[src/rtl/reg_cmd_arbiter.sv]
// Round-robin arbiter: N requesters share one parallel register through a single command port.
// Latency: grant is issued the cycle after req is sampled, and done follows one cycle later (3-cycle turnaround).
// Backpressure: req is held until gnt is seen; new requests are sampled only while IDLE.
//
// Ports:
//   clk, async_nreset        clock, asynchronous active-low reset
//   req[N], cmd[2N], wdata   per-requester request, command (NONE/LOAD/INCR/CLR) and load data
//   gnt[N], done, done_id    one-hot grant (ISSUE cycle), completion pulse and winner index (RESP cycle)
//   rdata, busy              register value after the operation (RESP), FSM not idle
//   reg_ctrl, reg_din        command and load data to the shared register (ISSUE only)
//   reg_dout                 current shared register value
module reg_cmd_arbiter #(
    parameter int WIDTH = 8,
    parameter int N     = 4,
    localparam int IW   = (N > 1) ? $clog2(N) : 1
) (
    input  logic                 clk,
    input  logic                 async_nreset,
    input  logic [N-1:0]         req,
    input  logic [2*N-1:0]       cmd,
    input  logic [N*WIDTH-1:0]   wdata,
    output logic [N-1:0]         gnt,
    output logic                 done,
    output logic [IW-1:0]        done_id,
    output logic [WIDTH-1:0]     rdata,
    output logic                 busy,
    output logic [1:0]           reg_ctrl,
    output logic [WIDTH-1:0]     reg_din,
    input  logic [WIDTH-1:0]     reg_dout
);

    typedef enum logic [1:0] {
        IDLE  = 2'd0,
        ISSUE = 2'd1,
        RESP  = 2'd2
    } state_t;

    localparam logic [IW:0]   N_W  = (IW + 1)'(N);
    localparam logic [IW-1:0] LAST = IW'(N - 1);

    state_t             state;
    state_t             state_nxt;
    logic [IW-1:0]      ptr;        // first index searched on the next arbitration
    logic [IW-1:0]      win_q;
    logic [1:0]         cmd_q;
    logic [WIDTH-1:0]   wdata_q;

    logic [IW:0]        cand;
    logic [IW-1:0]      win_idx;
    logic               win_vld;
    logic               accept;

    // Rotating priority search starting at ptr; the index sum is reduced
    // modulo N explicitly so non-power-of-two N wraps correctly.
    always_comb begin
        cand    = '0;
        win_vld = 1'b0;
        win_idx = '0;
        for (int i = 0; i < N; i++) begin
            cand = {1'b0, ptr} + (IW + 1)'(i);
            if (cand >= N_W) begin
                cand = cand - N_W;
            end
            if (!win_vld && req[cand[IW-1:0]]) begin
                win_vld = 1'b1;
                win_idx = cand[IW-1:0];
            end
        end
    end

    assign accept = (state == IDLE) && win_vld;

    always_ff @(posedge clk or negedge async_nreset) begin
        if (!async_nreset) begin
            state   <= IDLE;
            ptr     <= '0;
            win_q   <= '0;
            cmd_q   <= 2'b00;
            wdata_q <= '0;
        end else begin
            state <= state_nxt;
            // Operands are captured once at acceptance so later input
            // changes cannot disturb the transaction in flight.
            if (accept) begin
                win_q   <= win_idx;
                cmd_q   <= cmd[2*win_idx +: 2];
                wdata_q <= wdata[WIDTH*win_idx +: WIDTH];
                ptr     <= (win_idx == LAST) ? '0 : win_idx + 1'b1;
            end
        end
    end

    // Outputs decode only registered state, so reset clears them at once.
    always_comb begin
        state_nxt = state;
        gnt       = '0;
        done      = 1'b0;
        done_id   = '0;
        rdata     = '0;
        busy      = (state != IDLE);
        reg_ctrl  = 2'b00;
        reg_din   = '0;
        case (state)
            IDLE: begin
                if (accept) begin
                    state_nxt = ISSUE;
                end
            end
            ISSUE: begin
                gnt[win_q] = 1'b1;
                reg_ctrl   = cmd_q;
                reg_din    = wdata_q;
                state_nxt  = RESP;
            end
            RESP: begin
                done      = 1'b1;
                done_id   = win_q;
                rdata     = reg_dout;
                state_nxt = IDLE;
            end
            default: begin
                state_nxt = IDLE;
            end
        endcase
    end

endmodule

[config.mk]
export PLATFORM = sky130hd
export DESIGN_NAME = reg_cmd_arbiter
export DESIGN_NICKNAME = d
export VERILOG_FILES = /design/src/rtl/reg_cmd_arbiter.sv
export SDC_FILE = /design/constraint.sdc
export NUM_CORES = 1
export LEC_CHECK = 0
export CAP_MARGIN = 20
export CORE_MARGIN = 2
export CORE_UTILIZATION = 28
export CTS_BUF_LIST = sky130_fd_sc_hd__clkbuf_8
export DETAILED_ROUTE_END_ITERATION = 10
export PLACE_DENSITY = 0.63
export SKIP_CTS_REPAIR_TIMING = 1
export SLEW_MARGIN = 10
export SYNTH_ARGS = -nofsm -noshare
export SYNTH_HDL_FRONTEND = slang
export SYNTH_SLANG_ARGS = --single-unit
[constraint.sdc]
create_clock -name clk -period 2.1 [get_ports clk]
set_input_delay 0.42 -clock clk [delete_from_list [all_inputs] [get_ports clk]]
set_output_delay 0.42 -clock clk [all_outputs]
set_load 0.03 [all_outputs]
## Word-level counts from Yosys, hierarchy flattened

Cells that the tools add are included.

| storage, ports and cells | value |
|---|---|
| input port bits | 54 |
| register bits | 16 |
| output and inout bits | 26 |
| logic and storage cells | 70 |

| cells by class | value |
|---|---|
| reductions and logical operators | 10 |
| mux-type cells | 31 |
| add/sub/neg operators | 8 |
| equality and inequality tests | 4 |
| magnitude comparators | 10 |
| shift operators | 2 |

Operators by type and width:

| kind | number |
|---|---|
| variable part select 32 x 6 -> 8 bit | 1 |
| two-way mux 2 bit | 12 |
| two-way mux 8 bit | 2 |
| less-than comparator 2 x 3 -> 1 bit, second input constant | 5 |
| two-way mux 1 bit | 10 |
| >= comparator 3 bit, second input constant | 3 |
| binary-select mux 1 bit (select 2 bit) | 4 |
| variable part select 8 x 4 -> 2 bit | 1 |
| subtractor 2 x 1 -> 2 bit, second input constant | 4 |
| adder 2 x 2 -> 3 bit, second input constant | 2 |
| logical AND 1 bit | 5 |
| == test 2 bit, second input constant | 2 |
| two-way mux 4 bit | 1 |
| case mux 2 bit (2 select lines) | 1 |
| adder 2 x 1 -> 3 bit, second input constant | 1 |
| >= comparator 2 x 3 -> 1 bit, second input constant | 1 |
| zero test 1 bit | 3 |
| adder 2 x 1 -> 2 bit, second input constant | 1 |
| demux 1 bit (select 2 bit) | 1 |
| == test 2 x 1 -> 1 bit, second input constant | 1 |
| >= comparator 2 x 1 -> 1 bit, second input constant | 1 |
| zero test 2 bit | 1 |
| != test 2 bit, second input constant | 1 |
| nonzero test 2 bit | 1 |

## Depth between registers and ports, before layout

Gate-level depths: netlist (run 1).

| logic depth | value |
|---|---|
| depth after elaboration | 17 |
| mapped depth | 7 |
| mapped depth without buffers | 5 |

## Worst setup path after synthesis (run 1)

OpenSTA, ideal clock, no wires.

| timing | value |
|---|---|
| kind | reg2reg |
| from | reg state[1] |
| to | reg wdata_q[6] |
| cell stages (with the launch flop) | 7 |
| path slack | 0.269 ns |
| period minus slack after synthesis | 1.831 ns |
| buffers on the path | 2 |
| arrival | 1.691 ns |
| required time | 1.960 ns |
| setup time | 0.140 ns |
| path through | dfrtp_1 -> or2_1 -> or2_2 -> buf_2 -> buf_2 -> a2111oi_0 -> a211oi_1 |

| between the ends | value |
|---|---|
| longest elaborated chain between the ends | 2 |

RTL lines:

| what | RTL line | text |
|---|---|---|
| from (decl) | 41 | `state_t state;` |
| from (signal assigned) | 81 | `state <= state_nxt;` |
| zero test 2 bit | 71 | `assign accept = (state == IDLE) && win_vld;` |
| logical AND 1 bit | 71 |  |
| to (signal assigned) | 87 | `wdata_q <= wdata[WIDTH*win_idx +: WIDTH];` |
| to (decl) | 46 | `logic [WIDTH-1:0] wdata_q;` |

Every way passes these cells.
A chain may end at the register's enable or synchronous reset.

## Worst setup path in the final report (run 1)

| timing | value |
|---|---|
| from | in req[2] |
| to | reg wdata_q[5] |

| between the ends | value |
|---|---|
| longest elaborated chain between the ends | 13 |
| elaborated cells on any way between the ends | 24 |
| classes of those cells | shift (1); mux (16); reduce/logical (7) |

RTL lines:

| what | RTL line | text |
|---|---|---|
| from (decl) | 19 | `input logic [N-1:0] req,` |
| binary-select mux 1 bit (select 2 bit) | 64 | `if (!win_vld && req[cand[IW-1:0]]) begin` |
| two-way mux 1 bit (implied by the code) | 64 |  |
| two-way mux 1 bit | 64 |  |
| zero test 1 bit | 64 |  |
| logical AND 1 bit | 64 |  |
| two-way mux 1 bit | 64 |  |
| zero test 1 bit | 64 |  |
| logical AND 1 bit | 64 |  |
| two-way mux 1 bit | 64 |  |
| zero test 1 bit | 64 |  |
| logical AND 1 bit | 64 |  |
| two-way mux 2 bit / two-way mux 1 bit (equally long branches) | 64 |  |
| variable part select 32 x 6 -> 8 bit / logical AND 1 bit (equally long branches) | 87, 71 |  |

Several ways; a longest one is shown, not always the timed one. The select of a mux whose other input is x is not followed.

==> metrics.cfg, run 1 <==
[die]
ios=80
core.rowCount=23
core_area_mm2=0.00403
die_y_um=68.7
die_w_um=68.7
die_area_mm2=0.00473
start_util_pct=29.1

[global_routing]
grt-ovfl-total=0
grt_util_all_layers_pct=19.0
antenna_found_initial=0
grt_start_max_net_pins=17
first_global_vias=1336
grt_pass1_wl_um=6550

[worst_setup_path]
crit_family=simple AND/OR/NAND/NOR gates
critPathSlowestCell=clkdlybuf4s50_1
arrival_ps=2170
crit_chain=clkdlybuf4s50_1 > buf_4 > nor4_1 > or2_4 > inv_1 > and2_1 > a211oi_1
cp.buffers_inverters=3
crit_type=input port to flip-flop
required_ps=2260
start_kind=input port
worstSetupEndpointType=flip-flop
path_max_fanout=10
max_stage_delay_ps=450

[sta]
hold_viol=0
maxSlewViolCount=0
worstMarginPinSlew_ps=450
slew_headroom_pct=70.0
fin_skew_ps=1.39
setup_viol=0
rsz0062_at_grt=true
min_period_ps=2010
max_freq_mhz=497
post-route-period-util_pct=95.9

[routing]
drt_first_pass_iters=4
drt_iter0_drc=26
wl_um=4120
routed_via_density=5.08
vias=1352
ant_nets=0
post_drt_wl_per_cell_um=15.5
drc=0

[placement]
placed_cell_area_mm2=0.00204
dpl.cell_count=262
routabilityCongestion=0.863
port_buffers=79
hpwlAfterDp_um=3350

[power_and_ir_drop]
power_density_mw_per_mm2=1260
total_power_mw=2.69
p_leak_nw=0.995
ir_drop_uv=480

[clocking]
cts_tree=built
clockBufferDepth=2
cts_sinks=16
clkLatencyLatePin_ps=260
cts_made_buffers=3
htreeDepth=1
clk_pin_slew_worst_paths_ps=70
root_buffer=clkbuf_8

[min_path]
hold_class=input port to asynchronous set/reset pin

[yosys]
syn_area_per_cell_um2=9.03
yosys.area.top_type=dfrtp_1
synthTopCellsByArea=dfrtp_1 34%, and2_1 12%, mux2i_1 9.4%, a211oi_1 6.4%, a21boi_0 6.4%
synth.most_common_cell=and2_1
yosys_warnings=0
synth.net_count=184
synth-main-ff-cell=dfrtp_1
syn_area_mm2=0.00117
synth_common_cells=22 x and2_1, 16 x dfrtp_1, 12 x nor2_1
async_reset_ff_share_pct=100
netlist_instances=130
ys_seq_area_share_pct=34.1
synth_cell_type_count=30
ys_ff_latch=16
synthDominantCellAreaShare_pct=34.1
synth_edf_count=0

[cells_and_area]
nets=271
n_antenna_cell=0
drive_gt1_share_pct=19.0
area_growth_pct=81.4
fin_cells=266
final_area_mm2=0.00213

[status]
status=finished, final reports clean

[job]
drv_cap=0

==> through the flow <==
stage                     utilization, %  setup WS (ps)  hold WS (ps)  setup TNS, ps
after global routing                52.9          -24.7           503          -49.8
after floorplan                        -            269           124              0
after global placement              50.6          -95.0           538           -823
after CTS                           52.0          -29.0           481           -127
final                               52.9           86.1           480              0
after detailed placement            50.6           -224           551          -1530
==> cells in the final DEF (no fill, tap or decap) <==
cell type        count
nor2_1              12
a21o_1               2
a2111oi_2            3
and2_1              22
dfrtp_1             16
o22ai_1              1
a2111oi_1            5
or2_4                1
a211oi_2             1
nor4_1               1
a211oi_1             9
o21a_1               2
o21ai_0              3
o22a_1               1
nand2b_1             1
a21boi_0            10
and3_1               1
xnor2_1              1
a21oi_1              3
and3b_1              1
nor2b_1              2
a2111oi_0            2
nand2_4              1
or2_1                1
inv_1                2
clkdlybuf4s50_1     55
buf_4               30
buf_12               1
mux2i_1             11
clkbuf_8             4
nand2_1              4
nor3b_1              1
dlymetal6s2s_1       6
==> final cells by class <==
class                           instances  area (µm²)
Inverter                                2        7.51
Multi-Input combinational cell        102         733
Tap cell                               50        62.6
Clock buffer                            4        55.1
Fill cell                             395        1900
Timing Repair Buffer                   92         871
Sequential cell                        16         400
==> worst register-to-register path, stage by stage (launching register included) <==
cell and delay [ps]:
dfrtp_1 450, nand2b_1 200, a21o_1 190, and2_1 300, a2111oi_0 460, a211oi_1 100
==> kinds of logic after synthesis <==
family	count (synthesis)	share of synthesized area (%)
mux	11	9.38
xor+xnor	1	0.746
simple gates	48	22.9
compound gates	42	27.7
flops	16	34.1
buf+inv	12	5.12
==> flip-flops by register name, indices dropped and copies added, names as in the netlist <==
name,cells
wdata_q,8
cmd_q,2
ptr,2
state,2
win_q,2
==> worst paths after layout <==
kind,to,cells after the start,slack (ps),start
max,wdata_q[5],7,90,req[2]
min,wdata_q[0],2,480,async_nreset
max reg2reg,wdata_q[5],5,260,ptr[1]
min reg2reg,cmd_q[0],2,550,cmd_q[0]
max in group asynchronous,wdata_q[1],2,1430,async_nreset
min in group clk,cmd_q[0],2,550,cmd_q[0]
==> metal layers <==
layer	up-vias	wire (µm)	track usage, %
met1	645	1590	20.6
met3	7	247	2.60
met4	0	61	5.88
li1	644	-	-
met2	56	2230	37.6
met5	-	0	0
==> report_power, final <==
group	switching (mW)	internal, mW
clock	0.119	0.167
combinational	1.02	0.817
sequential	0.105	0.467
No activity file was read; power rests on OpenSTA's default activity.
==> inputs of run 2 (changes only) <==
==> constraint.sdc (replaced) <==
create_clock -name clk -period 1.95 [get_ports clk]
set_input_delay 0.39 -clock clk [delete_from_list [all_inputs] [get_ports clk]]
set_output_delay 0.39 -clock clk [all_outputs]
set_load 0.03 [all_outputs]
==> run 2 against run 1 <==
Largest power group unchanged. Combinational power increased by 16%. Sequential cell count unchanged. Largest cell class unchanged. Final area is 2.5% higher. Power is 13% higher. Utilization increased by 1.3 points.
==> metrics.cfg, run 2 (synthesis gave the netlist of run 1 again) <==
[placement]
routabilityCongestion=0.933
hpwlAfterDp_um=3340
pre_cts_ws_ps=-318
placed_cell_area_mm2=0.00202
dpl.cell_count=262
port_buffers=79

[global_routing]
grt-ovfl-total=0
grt_start_max_net_pins=17
antenna_found_initial=0
grt_util_all_layers_pct=17.9
first_global_vias=1344
grt_pass1_wl_um=6270

[power_and_ir_drop]
p_leak_nw=0.918
ir_drop_uv=689
power_density_mw_per_mm2=1390

[job]
drv_cap=0

[worst_setup_path]
cp.depth=2
critPathSlowestCell=clkdlybuf4s50_1
crit_chain=or2_1 > clkdlybuf4s50_1
path_max_fanout=3
crit_type=flip-flop to output port
arrival_ps=1500
start_kind=flip-flop
critPathCapture=busy
worstSetupEndpointType=output port
cp.buffers_inverters=1
worstReg2RegStart=ptr[1]
crit_family=buffers and inverters
max_stage_delay_ps=600
r2r-end=wdata_q[1]
rrSetupSlack_ps=250
rr_worst_depth=6
required_ps=1560
critPathLaunch=state[1]

[die]
core.rowCount=23
die_area_mm2=0.00473
start_util_pct=29.1
core_area_mm2=0.00403
die_w_um=68.7
ios=80
die_y_um=68.7

[clocking]
root_buffer=clkbuf_8
cts_sinks=16
clockBufferDepth=2
cts_tree=built
clk_pin_slew_worst_paths_ps=70
cts_made_buffers=3
clkLatencyLatePin_ps=250
htreeDepth=1

[sta]
min_period_ps=1890
setup_viol=0
post-route-period-util_pct=97.1
fin_tns_setup_ps=0
hold_viol=0
fin_skew_ps=4.43
slew_headroom_pct=77.5
worst_slack_ps=56.9
maxSlewViolCount=0
max_freq_mhz=528
worstMarginPinSlew_ps=335

[cells_and_area]
largest_reg_flops=8
n_antenna_cell=0
multi_input_area_um2=816
final_common_cell=clkdlybuf4s50_1
nets=271
fin_cells=266
area_growth_pct=85.9
seq_area_um2=400
final_cell_mix=55 x clkdlybuf4s50_1, 36 x buf_4, 20 x and2_1, 16 x dfrtp_1, 12 x nor2_1
n_fill_cell=359
final_area_mm2=0.00218
top_register=wdata_q
drive_gt1_share_pct=27.3
fin_util_pct=54.2

[routing]
drt_first_pass_iters=4
ant_nets=0
routed_via_density=5.05
vias=1344
post_drt_wl_per_cell_um=15.2
drc=0
drt_iter0_drc=19
wl_um=4050

[status]
status=finished, final reports clean

[min_path]
hold_class=input port to asynchronous set/reset pin

-- run 2: cell count changes in the layout (fill, tap and decap cells not counted), moves of 2 or more --
| cell | delta |
|---|---|
| a2111oi_4 | +2 |
| a211oi_1 | -3 |
| a2111oi_1 | -5 |
| a2111oi_2 | +5 |
| and2_4 | +2 |
| dlymetal6s2s_1 | -6 |
| a211oi_2 | +3 |
| and2_1 | -2 |
| buf_4 | +6 |
| a2111oi_0 | -2 |
-- run 2: worst min-delay path by stage --
stage / endpoint / cells past startpoint / from / slack (ps)
2_1_floorplan: cmd_q[0] / 0 / async_nreset / 90
3_3_place_gp: win_q[1] / 2 / win_q[1] / 540
4_1_cts: wdata_q[0] / 2 / async_nreset / 460
3_5_place_dp: win_q[1] / 2 / win_q[1] / 550
5_1_grt: cmd_q[0] / 2 / async_nreset / 470
6_report: wdata_q[0] / 2 / async_nreset / 460
-- run 2: per-stage QoR --
step           power, mW  hold slack (ps)
6_report            3.03              457
5_1_grt             3.24              468
4_1_cts             2.86              463
3_5_place_dp        2.56              546
3_3_place_gp        2.51              538
2_1_floorplan       1.79             94.4
-- run 2: area by class of cell --
| type | count | share of cell area (%) |
|---|---|---|
| Sequential cell | 16 | 18.3 |
| Clock buffer | 4 | 2.52 |
| Multi-Input combinational cell | 102 | 37.4 |
| Tap cell | 50 | 2.87 |
| Inverter | 2 | 0.344 |
| Timing Repair Buffer | 92 | 38.5 |
-- run 2: metal layers --
| layer | global-route usage, % | wire, µm | up-vias |
|---|---|---|---|
| met5 | 0 | 0 | - |
| met4 | 6.13 | 85 | 0 |
| met3 | 3.73 | 274 | 8 |
| met2 | 33.1 | 2100 | 54 |
| met1 | 20.4 | 1600 | 637 |
| li1 | - | - | 645 |
-- run 2: report_power, final --
| part | leakage [nW] | switching (mW) | internal (mW) | total, mW |
|---|---|---|---|---|
| Clock | 0.0288 | 0.117 | 0.179 | 0.296 |
| Combinational | 0.706 | 1.19 | 0.936 | 2.13 |
| Sequential | 0.183 | 0.106 | 0.503 | 0.609 |
| Total | 0.918 | 1.42 | 1.62 | 3.03 |
